File: config.mk
export PLATFORM = sky130hd
export DESIGN_NAME = cache_fill_ctrl_flat
export DESIGN_NICKNAME = d
export VERILOG_FILES = /design/src/rtl/cache_fill_ctrl_if.sv /design/src/rtl/cache_fill_ctrl.sv /design/src/flat_wrapper.sv
export SDC_FILE = /design/constraint.sdc
export NUM_CORES = 1
export LEC_CHECK = 0
export CAP_MARGIN = 10
export CORE_MARGIN = 4
export CORE_UTILIZATION = 37
export CTS_BUF_LIST = sky130_fd_sc_hd__clkbuf_8 sky130_fd_sc_hd__clkbuf_16
export DETAILED_ROUTE_END_ITERATION = 10
export PLACE_DENSITY = 0.95
export SLEW_MARGIN = 20
export SYNTH_ARGS = -nofsm -noshare
export SYNTH_HDL_FRONTEND = slang
export SYNTH_SLANG_ARGS = --single-unit
File: constraint.sdc
create_clock -name clk -period 5.8 [get_ports clk]
set_input_delay 0.87 -clock clk [delete_from_list [all_inputs] [get_ports clk]]
set_output_delay 0.87 -clock clk [all_outputs]
set_load 0.01 [all_outputs]
File: src/rtl/cache_fill_ctrl_if.sv
// cache_fill_ctrl_if
// Bundles every signal between the block-refill controller, the two caches
// and the main-memory read port. clk/rst are not part of the bundle.
//
// Handshake rules (one place, applies to the whole bundle):
//   - icache_miss / dcache_miss are level requests. The cache raises the
//     miss with a stable address and holds it until it has seen the
//     matching fill_tag_wen_* pulse, then drops it in the following cycle.
//     There is no ready signal; acceptance is implied by the stall outputs.
//   - mem_en/mem_addr issue one word read per cycle with no back-pressure.
//     The memory answers in request order, one word per mem_data_valid
//     cycle, with arbitrary latency and arbitrary bubbles.
//   - fill_wen_* mark the cycles in which fill_data is written to slot
//     fill_word_idx. fill_tag_wen_* are single-cycle pulses qualified by
//     fill_base_addr.
//
// Modports:
//   master : the fill controller
//   slave  : the environment (caches + main memory)
interface cache_fill_ctrl_if #(
    parameter int ADDR_WIDTH      = 16,
    parameter int DATA_WIDTH      = 16,
    parameter int WORDS_PER_BLOCK = 8
);
    logic                               icache_miss;
    logic [ADDR_WIDTH-1:0]              icache_miss_addr;
    logic                               dcache_miss;
    logic [ADDR_WIDTH-1:0]              dcache_miss_addr;
    logic                               mem_en;
    logic [ADDR_WIDTH-1:0]              mem_addr;
    logic [DATA_WIDTH-1:0]              mem_data_in;
    logic                               mem_data_valid;
    logic [DATA_WIDTH-1:0]              fill_data;
    logic [$clog2(WORDS_PER_BLOCK)-1:0] fill_word_idx;
    logic                               fill_wen_i;
    logic                               fill_wen_d;
    logic                               fill_tag_wen_i;
    logic                               fill_tag_wen_d;
    logic [ADDR_WIDTH-1:0]              fill_base_addr;
    logic                               stall_if;
    logic                               stall_mem;

    modport master (
        input  icache_miss, icache_miss_addr, dcache_miss, dcache_miss_addr,
        input  mem_data_in, mem_data_valid,
        output mem_en, mem_addr,
        output fill_data, fill_word_idx, fill_wen_i, fill_wen_d,
        output fill_tag_wen_i, fill_tag_wen_d, fill_base_addr,
        output stall_if, stall_mem
    );

    modport slave (
        output icache_miss, icache_miss_addr, dcache_miss, dcache_miss_addr,
        output mem_data_in, mem_data_valid,
        input  mem_en, mem_addr,
        input  fill_data, fill_word_idx, fill_wen_i, fill_wen_d,
        input  fill_tag_wen_i, fill_tag_wen_d, fill_base_addr,
        input  stall_if, stall_mem
    );
endinterface

File: src/rtl/cache_fill_ctrl.sv
// cache_fill_ctrl
// Refills one cache block at a time for the I-cache or the D-cache over the
// shared main-memory read port. D-cache misses win arbitration. Returned words
// are streamed into the owning cache's data array, then its tag is written.
//
// Ports:
//   clk, rst   : clock, synchronous active-high reset
//   bus        : cache_fill_ctrl_if.master (miss inputs, memory port,
//                fill outputs, pipeline stalls)
//   dbg_state  : current FSM state (0 IDLE, 1 ISSUE, 2 WAIT, 3 DONE)
module cache_fill_ctrl #(
    parameter int ADDR_WIDTH      = 16,
    parameter int DATA_WIDTH      = 16,
    parameter int WORDS_PER_BLOCK = 8
) (
    input  logic              clk,
    input  logic              rst,
    cache_fill_ctrl_if.master bus,
    output logic [1:0]        dbg_state
);
    localparam int IDX_W = $clog2(WORDS_PER_BLOCK);
    // Receive counter needs one extra bit to express "all words received".
    localparam int CNT_W = IDX_W + 1;
    localparam logic [CNT_W-1:0]      WPB_C    = CNT_W'(WORDS_PER_BLOCK);
    localparam logic [CNT_W-1:0]      LAST_C   = CNT_W'(WORDS_PER_BLOCK - 1);
    localparam logic [IDX_W-1:0]      LAST_IDX = IDX_W'(WORDS_PER_BLOCK - 1);
    // A block spans 2*WORDS_PER_BLOCK bytes; clearing these bits aligns it.
    localparam logic [ADDR_WIDTH-1:0] BLK_MASK = ~ADDR_WIDTH'(2 * WORDS_PER_BLOCK - 1);

    typedef enum logic [1:0] {
        S_IDLE  = 2'd0,
        S_ISSUE = 2'd1,
        S_WAIT  = 2'd2,
        S_DONE  = 2'd3
    } state_t;

    typedef enum logic {
        OWN_I = 1'b0,
        OWN_D = 1'b1
    } owner_t;

    state_t                state_q, state_d;
    owner_t                owner_q, owner_d;
    logic [IDX_W-1:0]      issue_cnt_q, issue_cnt_d;
    logic [CNT_W-1:0]      recv_cnt_q, recv_cnt_d;
    logic [ADDR_WIDTH-1:0] base_q, base_d;

    logic                  recv_active;
    logic                  beat;
    logic                  mem_en;
    logic [ADDR_WIDTH-1:0] mem_addr;
    logic                  fill_wen_i, fill_wen_d;
    logic                  tag_wen_i, tag_wen_d;
    logic [DATA_WIDTH-1:0] fill_data;

    always_ff @(posedge clk) begin
        if (rst) begin
            state_q     <= S_IDLE;
            owner_q     <= OWN_I;
            issue_cnt_q <= '0;
            recv_cnt_q  <= '0;
            base_q      <= '0;
        end else begin
            state_q     <= state_d;
            owner_q     <= owner_d;
            issue_cnt_q <= issue_cnt_d;
            recv_cnt_q  <= recv_cnt_d;
            base_q      <= base_d;
        end
    end

    always_comb begin
        state_d     = state_q;
        owner_d     = owner_q;
        issue_cnt_d = issue_cnt_q;
        recv_cnt_d  = recv_cnt_q;
        base_d      = base_q;
        mem_en      = 1'b0;
        mem_addr    = '0;
        tag_wen_i   = 1'b0;
        tag_wen_d   = 1'b0;

        // Words can come back while requests are still being issued, so the
        // receive path runs in both ISSUE and WAIT. Surplus valids are dropped.
        recv_active = ((state_q == S_ISSUE) || (state_q == S_WAIT)) && (recv_cnt_q < WPB_C);
        beat        = recv_active && bus.mem_data_valid;
        if (beat) begin
            recv_cnt_d = recv_cnt_q + CNT_W'(1);
        end
        fill_wen_i = beat && (owner_q == OWN_I);
        fill_wen_d = beat && (owner_q == OWN_D);

        case (state_q)
            S_IDLE: begin
                issue_cnt_d = '0;
                recv_cnt_d  = '0;
                if (bus.dcache_miss) begin
                    owner_d = OWN_D;
                    base_d  = bus.dcache_miss_addr & BLK_MASK;
                    state_d = S_ISSUE;
                end else if (bus.icache_miss) begin
                    owner_d = OWN_I;
                    base_d  = bus.icache_miss_addr & BLK_MASK;
                    state_d = S_ISSUE;
                end
            end
            S_ISSUE: begin
                mem_en      = 1'b1;
                mem_addr    = base_q + ADDR_WIDTH'({issue_cnt_q, 1'b0});
                issue_cnt_d = issue_cnt_q + IDX_W'(1);
                if (issue_cnt_q == LAST_IDX) begin
                    // Zero-latency memory delivers the last word during ISSUE.
                    state_d = ((beat && (recv_cnt_q == LAST_C)) || (recv_cnt_q == WPB_C))
                              ? S_DONE : S_WAIT;
                end
            end
            S_WAIT: begin
                if (recv_cnt_d == WPB_C) begin
                    state_d = S_DONE;
                end
            end
            S_DONE: begin
                tag_wen_i = (owner_q == OWN_I);
                tag_wen_d = (owner_q == OWN_D);
                state_d   = S_IDLE;
            end
            default: begin
                state_d = S_IDLE;
            end
        endcase
    end

    assign fill_data = bus.mem_data_in;

    assign bus.mem_en         = mem_en;
    assign bus.mem_addr       = mem_addr;
    assign bus.fill_data      = fill_data;
    assign bus.fill_word_idx  = recv_cnt_q[IDX_W-1:0];
    assign bus.fill_wen_i     = fill_wen_i;
    assign bus.fill_wen_d     = fill_wen_d;
    assign bus.fill_tag_wen_i = tag_wen_i;
    assign bus.fill_tag_wen_d = tag_wen_d;
    assign bus.fill_base_addr = base_q;
    assign bus.stall_if       = bus.icache_miss | ((state_q != S_IDLE) && (owner_q == OWN_I));
    assign bus.stall_mem      = bus.dcache_miss | ((state_q != S_IDLE) && (owner_q == OWN_D));
    assign dbg_state          = state_q;
endmodule

File: src/flat_wrapper.sv
// flat-port wrapper written by rule: the top's interface ports become plain ports
module cache_fill_ctrl_flat 
#(
    parameter int ADDR_WIDTH      = 16,
    parameter int DATA_WIDTH      = 16,
    parameter int WORDS_PER_BLOCK = 8
)
  (clk, rst, dbg_state, bus_icache_miss, bus_icache_miss_addr, bus_dcache_miss, bus_dcache_miss_addr, bus_mem_data_in, bus_mem_data_valid, bus_mem_en, bus_mem_addr, bus_fill_data, bus_fill_word_idx, bus_fill_wen_i, bus_fill_wen_d, bus_fill_tag_wen_i, bus_fill_tag_wen_d, bus_fill_base_addr, bus_stall_if, bus_stall_mem);
  cache_fill_ctrl_if #(.ADDR_WIDTH(ADDR_WIDTH), .DATA_WIDTH(DATA_WIDTH), .WORDS_PER_BLOCK(WORDS_PER_BLOCK)) bus_i ();
  input  logic clk;
  input  logic rst;
  output logic [1:0] dbg_state;
  input wire logic [$bits(bus_i.icache_miss)-1:0] bus_icache_miss;
  input wire logic [$bits(bus_i.icache_miss_addr)-1:0] bus_icache_miss_addr;
  input wire logic [$bits(bus_i.dcache_miss)-1:0] bus_dcache_miss;
  input wire logic [$bits(bus_i.dcache_miss_addr)-1:0] bus_dcache_miss_addr;
  input wire logic [$bits(bus_i.mem_data_in)-1:0] bus_mem_data_in;
  input wire logic [$bits(bus_i.mem_data_valid)-1:0] bus_mem_data_valid;
  output wire logic [$bits(bus_i.mem_en)-1:0] bus_mem_en;
  output wire logic [$bits(bus_i.mem_addr)-1:0] bus_mem_addr;
  output wire logic [$bits(bus_i.fill_data)-1:0] bus_fill_data;
  output wire logic [$bits(bus_i.fill_word_idx)-1:0] bus_fill_word_idx;
  output wire logic [$bits(bus_i.fill_wen_i)-1:0] bus_fill_wen_i;
  output wire logic [$bits(bus_i.fill_wen_d)-1:0] bus_fill_wen_d;
  output wire logic [$bits(bus_i.fill_tag_wen_i)-1:0] bus_fill_tag_wen_i;
  output wire logic [$bits(bus_i.fill_tag_wen_d)-1:0] bus_fill_tag_wen_d;
  output wire logic [$bits(bus_i.fill_base_addr)-1:0] bus_fill_base_addr;
  output wire logic [$bits(bus_i.stall_if)-1:0] bus_stall_if;
  output wire logic [$bits(bus_i.stall_mem)-1:0] bus_stall_mem;
  assign bus_i.icache_miss = bus_icache_miss;
  assign bus_i.icache_miss_addr = bus_icache_miss_addr;
  assign bus_i.dcache_miss = bus_dcache_miss;
  assign bus_i.dcache_miss_addr = bus_dcache_miss_addr;
  assign bus_i.mem_data_in = bus_mem_data_in;
  assign bus_i.mem_data_valid = bus_mem_data_valid;
  assign bus_mem_en = bus_i.mem_en;
  assign bus_mem_addr = bus_i.mem_addr;
  assign bus_fill_data = bus_i.fill_data;
  assign bus_fill_word_idx = bus_i.fill_word_idx;
  assign bus_fill_wen_i = bus_i.fill_wen_i;
  assign bus_fill_wen_d = bus_i.fill_wen_d;
  assign bus_fill_tag_wen_i = bus_i.fill_tag_wen_i;
  assign bus_fill_tag_wen_d = bus_i.fill_tag_wen_d;
  assign bus_fill_base_addr = bus_i.fill_base_addr;
  assign bus_stall_if = bus_i.stall_if;
  assign bus_stall_mem = bus_i.stall_mem;
  cache_fill_ctrl #(.ADDR_WIDTH(ADDR_WIDTH), .DATA_WIDTH(DATA_WIDTH), .WORDS_PER_BLOCK(WORDS_PER_BLOCK)) u_core (.clk(clk), .rst(rst), .bus(bus_i), .dbg_state(dbg_state));
endmodule
==> results of run 1 <==
## sequential cells by signal, indices dropped and copies added, names as in the netlist
register	cells
u_core.dbg_state	2
u_core.issue_cnt_q	3
u_core.owner_q	1
u_core.recv_cnt_q	4
u_core.bus.fill_base_addr	12
## area by class of cell
class,instances,share of cell area [%]
multi-input combinational,112,40.2
tap,48,2.91
clock buffer,3,2.00
timing repair buffer,67,32.5
sequential,22,21.3
inverter,6,1.09
## worst max-delay path: stages
cell and delay, ns:
clkdlybuf4s50_1 1.06, a21o_1 0.14, clkdlybuf4s50_1 0.54
## logic make-up (layout without fill, tap and decap cells)
logic type,Yosys count,count (layout)
other,1,5
multiplexers,16,16
XOR/XNOR,2,2
buffers and inverters,39,76
AO/OA/AOI/OAI,22,22
flip-flops,22,22
adder cells (fa/ha/maj),8,8
AND/OR/NAND/NOR,59,59
## worst paths after layout
path                            startpoint                       endpoint  slack [ns]
max reg2reg            u_core.dbg_state[0]  u_core.bus.fill_base_addr[14]        3.63
min          u_core.bus.fill_base_addr[15]  u_core.bus.fill_base_addr[15]        0.51
max                        bus_dcache_miss                  bus_stall_mem        2.31
min reg2reg  u_core.bus.fill_base_addr[15]  u_core.bus.fill_base_addr[15]        0.51
## cells in the final DEF (no fill, tap or decap)
| cell type | n |
|---|---|
| mux2i_1 | 16 |
| and2b_4 | 1 |
| conb_1 | 5 |
| a2bb2oi_1 | 1 |
| nor3b_1 | 3 |
| clkdlybuf4s50_1 | 67 |
| inv_2 | 1 |
| o21bai_1 | 1 |
| xnor2_2 | 1 |
| or2b_1 | 1 |
| inv_1 | 5 |
| nor2b_1 | 1 |
| or3b_1 | 1 |
| a21o_1 | 2 |
| a211oi_1 | 12 |
| a22oi_1 | 1 |
| nand4b_1 | 1 |
| and2_1 | 16 |
| nor2_2 | 1 |
| a2111oi_4 | 1 |
| nor3_1 | 4 |
| nand2_1 | 2 |
| nand2b_1 | 2 |
| a21oi_1 | 3 |
| clkbuf_8 | 3 |
| ha_1 | 8 |
| xnor2_1 | 1 |
| nand3b_4 | 1 |
| and4b_1 | 1 |
| nand3_1 | 2 |
| dfxtp_1 | 22 |
| o311a_4 | 1 |
| nor2_1 | 22 |
## power by group
group / switching [mW] / total [mW] / internal, mW / leakage [nW]
clock network: 0.0458 / 0.0920 / 0.0462 / 0.0216
registers: 0.0329 / 0.221 / 0.189 / 0.181
logic: 0.202 / 0.413 / 0.211 / 0.644
total: 0.281 / 0.726 / 0.446 / 0.846
## through the flow
| step | power (mW) | hold WS, ns | cell area (µm²) | setup slack, ns |
|---|---|---|---|---|
| floorplan | 0.479 | 0.492 | 1510 | 3.49 |
| global placement | 0.632 | 0.495 | 2020 | 2.34 |
| detailed placement | 0.647 | 0.503 | 2020 | 2.31 |
| CTS | 0.742 | 0.514 | 2060 | 2.31 |
| global route | 0.785 | 0.544 | 2060 | 2.23 |
| finish | 0.726 | 0.510 | 2060 | 2.31 |
## routing by layer
| layer | track usage [%] | vias to the layer above |
|---|---|---|
| li1 | - | 624 |
| met1 | 14.1 | 538 |
| met2 | 24.5 | 55 |
| met3 | 5.75 | 8 |
| met4 | 3.76 | 0 |
| met5 | 0 | - |
==> results.cfg, run 1 <==
[clock_tree]
clockBufferDepth = 2
cts_buffers = 3
postCtsResizedCells = 0
htree_levels = 1
clock-sinks = 22
clock-root-buffer = clkbuf_8
cts.clk_slew.worst_paths_ns = 0.08
holdBufCountCts = 0
clock_latency_ns = 0.26
postCtsSetupBuffers = 0
cts_tree = yes

[flow_run]
cap_violations = 0

[synth]
synth_area_leaders = dfxtp_1, buf_4, mux2i_1
yosys_warnings = 0
synth_mux_area_share_pct = 10.7
synth_compound_area_share_pct = 12.9
synthXorXnorAreaFrac_pct = 1.67
synth_top_family_by_area = simple AND/OR/NAND/NOR gates
netlist.area_leader.share_pct = 29.5
ys_ff_latch = 22
async_reset_ff_share_pct = 0
syn_avg_cell_area_um2 = 8.85
ys.flop_type = dfxtp_1
synth_edf_count = 0
synthAdderAreaFrac_pct = 6.69
synthSimpleGateAreaFrac_pct = 22.3
synth_common_cells = buf_4, dfxtp_1, nor2_1
post-synth-top-count-cell = buf_4
seq_area_frac_synth_pct = 29.5
yosysTopAreaCell = dfxtp_1
netlist-cell-type-count = 35
synth_cells = 169
syn_area_mm2 = 0.00150

[layout]
regArea_um2 = 440
post-route-util_pct = 54.7
fin_cells = 258
fin_nets = 273
drive_gt1_share_pct = 4.76
nFillCells = 331
syn2layout_area_growth_pct = 38.1
n_antenna_cell = 0
multi_input_area_um2 = 830

[die]
dieArea_mm2 = 0.00512
rows = 22
start_util_pct = 39.6
coreArea_mm2 = 0.00377
fp.dieW_um = 71.6
io-pin-count = 113
dieHeight_um = 71.6

[sta]
rsz0062_at_grt = false
hold_violations = 0
setup_tns_ns = 0
period_needed_ns = 3.49
final_max_slew_viol_count = 0
max_freq_ghz = 0.287
timing.final.crit_share_pct = 60.2
relSlewSlack_pct = 39.9
skew_ns = 0.00330
tightest_slew_ns = 0.898
setup_violations = 0

[drt]
final_antenna_net_count = 0
wl_met3_um = 316
first_pass_iters = 2
route.detailed.drc = 0
met1_length_mm = 1.39
via_per_inst = 4.75
top_layer = met4
drt_wl_total_mm = 3.47
vias = 1225
wl_met2_mm = 1.74
wire_per_inst_um = 13.4
drt-initial-drc-count = 37

[global_route]
grt_overflow = 0
grt_pass1_wl_mm = 5.51
antenna_found_initial = 0
grt_pass1_vias = 1223
grtUsageTotal_pct = 13.5
grt_max_degree = 26

[worst_setup_path]
arrival_ns = 2.62
worst-path-max-fanout = 16
rr_worst_depth = 6
cp-end-kind = output port
startpoint_type = primary input
setup.worst_path.class = in -> out
cp.required_ns = 4.93

[placed_design]
io_buffers = 67
dpl.hpwl_mm = 2.70
place.gp.congestion = 0.747
dpl.cell_count = 255

[pwr]
power_leakage_nw = 0.846
cellPowerDensity_mw_per_mm2 = 352
ir_drop_uv = 171

[min_path]
hold_class = reg -> reg
hold_depth = 2

[outcome]
status = complete, no violations
Note: power is estimated with default switching activity, not from simulation.
==> run 2, diff against run 1 <==
--- a/config.mk
+++ b/config.mk
@@ -7,10 +7,10 @@
 export LEC_CHECK = 0
 export CAP_MARGIN = 10
 export CORE_MARGIN = 4
-export CORE_UTILIZATION = 37
+export CORE_UTILIZATION = 31
 export CTS_BUF_LIST = sky130_fd_sc_hd__clkbuf_8 sky130_fd_sc_hd__clkbuf_16
 export DETAILED_ROUTE_END_ITERATION = 10
-export PLACE_DENSITY = 0.95
+export PLACE_DENSITY = 0.88
 export SLEW_MARGIN = 20
 export SYNTH_ARGS = -nofsm -noshare
 export SYNTH_HDL_FRONTEND = slang
==> constraint.sdc (replaced) <==
create_clock -name clk -period 2.9 [get_ports clk]
set_input_delay 0.435 -clock clk [delete_from_list [all_inputs] [get_ports clk]]
set_output_delay 0.435 -clock clk [all_outputs]
set_load 0.01 [all_outputs]
==> results.cfg, run 2 (same netlist as run 1, synthesis figures left out) <==
[outcome]
status = complete, no violations

[drt]
first_pass_iters = 3
final_antenna_net_count = 0
drt_wl_total_mm = 3.49
vias = 1283
wire_per_inst_um = 13.0
route.detailed.drc = 0
drt-initial-drc-count = 10
via_per_inst = 4.79

[sta]
hold_violations = 0
relSlewSlack_pct = 43.5
setup_tns_ns = 0
rsz0062_at_grt = false
period_needed_ns = 2.49
skew_ns = 0.00410
max_freq_ghz = 0.402
setup_violations = 0
tightest_slew_ns = 0.844
final_max_slew_viol_count = 0
timing.final.crit_share_pct = 85.8

[pwr]
ir_drop_uv = 267
power_leakage_nw = 0.875
pwr-share-clk_pct = 17.9
cellPowerDensity_mw_per_mm2 = 743
power_frac_comb_pct = 53.6
seqPwrFrac_pct = 28.5
intPower_uw = 999
swShare_pct = 36.7
power.switching_uw = 580

[clock_tree]
cts_buffers = 3
clock-sinks = 22
htree_levels = 1
clock-root-buffer = clkbuf_8
clockBufferDepth = 2
postCtsSetupBuffers = 0
postCtsResizedCells = 0
cts_tree = yes
holdBufCountCts = 0
clock_latency_ns = 0.26
cts.clk_slew.worst_paths_ns = 0.08

[global_route]
grtUsageTotal_pct = 11.8
antenna_found_initial = 0
grt_pass1_vias = 1317
grt_overflow = 0
grt_max_degree = 25
grt_pass1_wl_mm = 5.90

[placed_design]
place.gp.congestion = 0.774
io_buffers = 67
place_area_mm2 = 0.00205
dpl.cell_count = 264
dpl.hpwl_mm = 2.80

[min_path]
hold_class = reg -> reg
min_from = u_core.bus.fill_base_addr[6]

[layout]
fin_area_mm2 = 0.00212
mostFrequentLayoutCell = clkdlybuf4s50_1
nFillCells = 453
fin_nets = 276
syn2layout_area_growth_pct = 42.1
multi_input_area_um2 = 830
fin_cells = 268
regArea_um2 = 440
largest_register_ffs = 12
drive_gt1_share_pct = 6.54
n_antenna_cell = 0
mostFrequentLayoutCells = clkdlybuf4s50_1, nor2_1, dfxtp_1

[die]
io-pin-count = 113
rows = 25
start_util_pct = 31.9
fp.dieW_um = 77.5
dieArea_mm2 = 0.00600
dieHeight_um = 77.5
coreArea_mm2 = 0.00469

[worst_setup_path]
cp-end-kind = output port
reg2reg_from = u_core.dbg_state[0]
setup.worst_path.class = reg -> out
worst-path-max-fanout = 19
cp-startpoint = u_core.dbg_state[0]
arrival_ns = 2.05
cp.required_ns = 2.47
startpoint_type = flip-flop

[flow_run]
cap_violations = 0
[run 2: cell types whose count changed in the layout (fill, tap and decap cells not counted), sizes merged]
cell / previous run / this run
buf: 0 / 3
bufinv: 0 / 1
[run 2: routing by layer]
layer / track usage [%] / vias up / share of wire [%]
met5: 0 / - / 0
met4: 3.38 / 0 / 1.0
met2: 21.2 / 50 / 50
li1: - / 631 / -
met1: 13.3 / 598 / 41
met3: 3.71 / 4 / 8.2
[run 2: final cells by class]
type                       instances  area share, %
tap                               54           3.18
multi-input combinational        112           39.0
sequential                        22           20.7
clock inverter                     1           1.41
timing repair buffer              70           32.6
inverter                           6           1.06
clock buffer                       3           1.94
[run 2: final timing paths]
| check | end | slack (ns) | cells past startpoint |
|---|---|---|---|
| worst max-delay path | bus_mem_addr[5] | 0.41 | 3 |
| worst min-delay path | u_core.bus.fill_base_addr[6] | 0.52 | 2 |
| worst max register to register | u_core.dbg_state[1] | 0.79 | 6 |
| worst min register to register | u_core.bus.fill_base_addr[6] | 0.52 | 2 |
[run 2: worst max-delay path, stage by stage, from the launching register on]
cell	delay, ns
dfxtp_1	0.44
ha_1	0.60
and2_1	0.22
clkdlybuf4s50_1	0.54
[run 2: through the flow]
| stage | worst slack (ns) | total power [mW] | hold WS [ns] | util [%] |
|---|---|---|---|---|
| after floorplan | 0.961 | 0.959 | 0.492 | - |
| after global placement | 0.652 | 1.29 | 0.499 | 43.8 |
| after detailed placement | 0.655 | 1.31 | 0.512 | 43.8 |
| after CTS | 0.362 | 1.60 | 0.524 | 45.3 |
| after global routing | 0.220 | 1.70 | 0.545 | 45.3 |
| final | 0.413 | 1.58 | 0.516 | 45.3 |
[run 2: power by group through the flow]
| stage | clock (mW) | sequential (mW) | combinational [mW] |
|---|---|---|---|
| after detailed placement | 0 | 0.457 | 0.857 |
| after global routing | 0.305 | 0.464 | 0.930 |
| final | 0.283 | 0.450 | 0.846 |
| after floorplan | 0 | 0.467 | 0.492 |
| after global placement | 0 | 0.452 | 0.841 |
| after CTS | 0.289 | 0.451 | 0.862 |
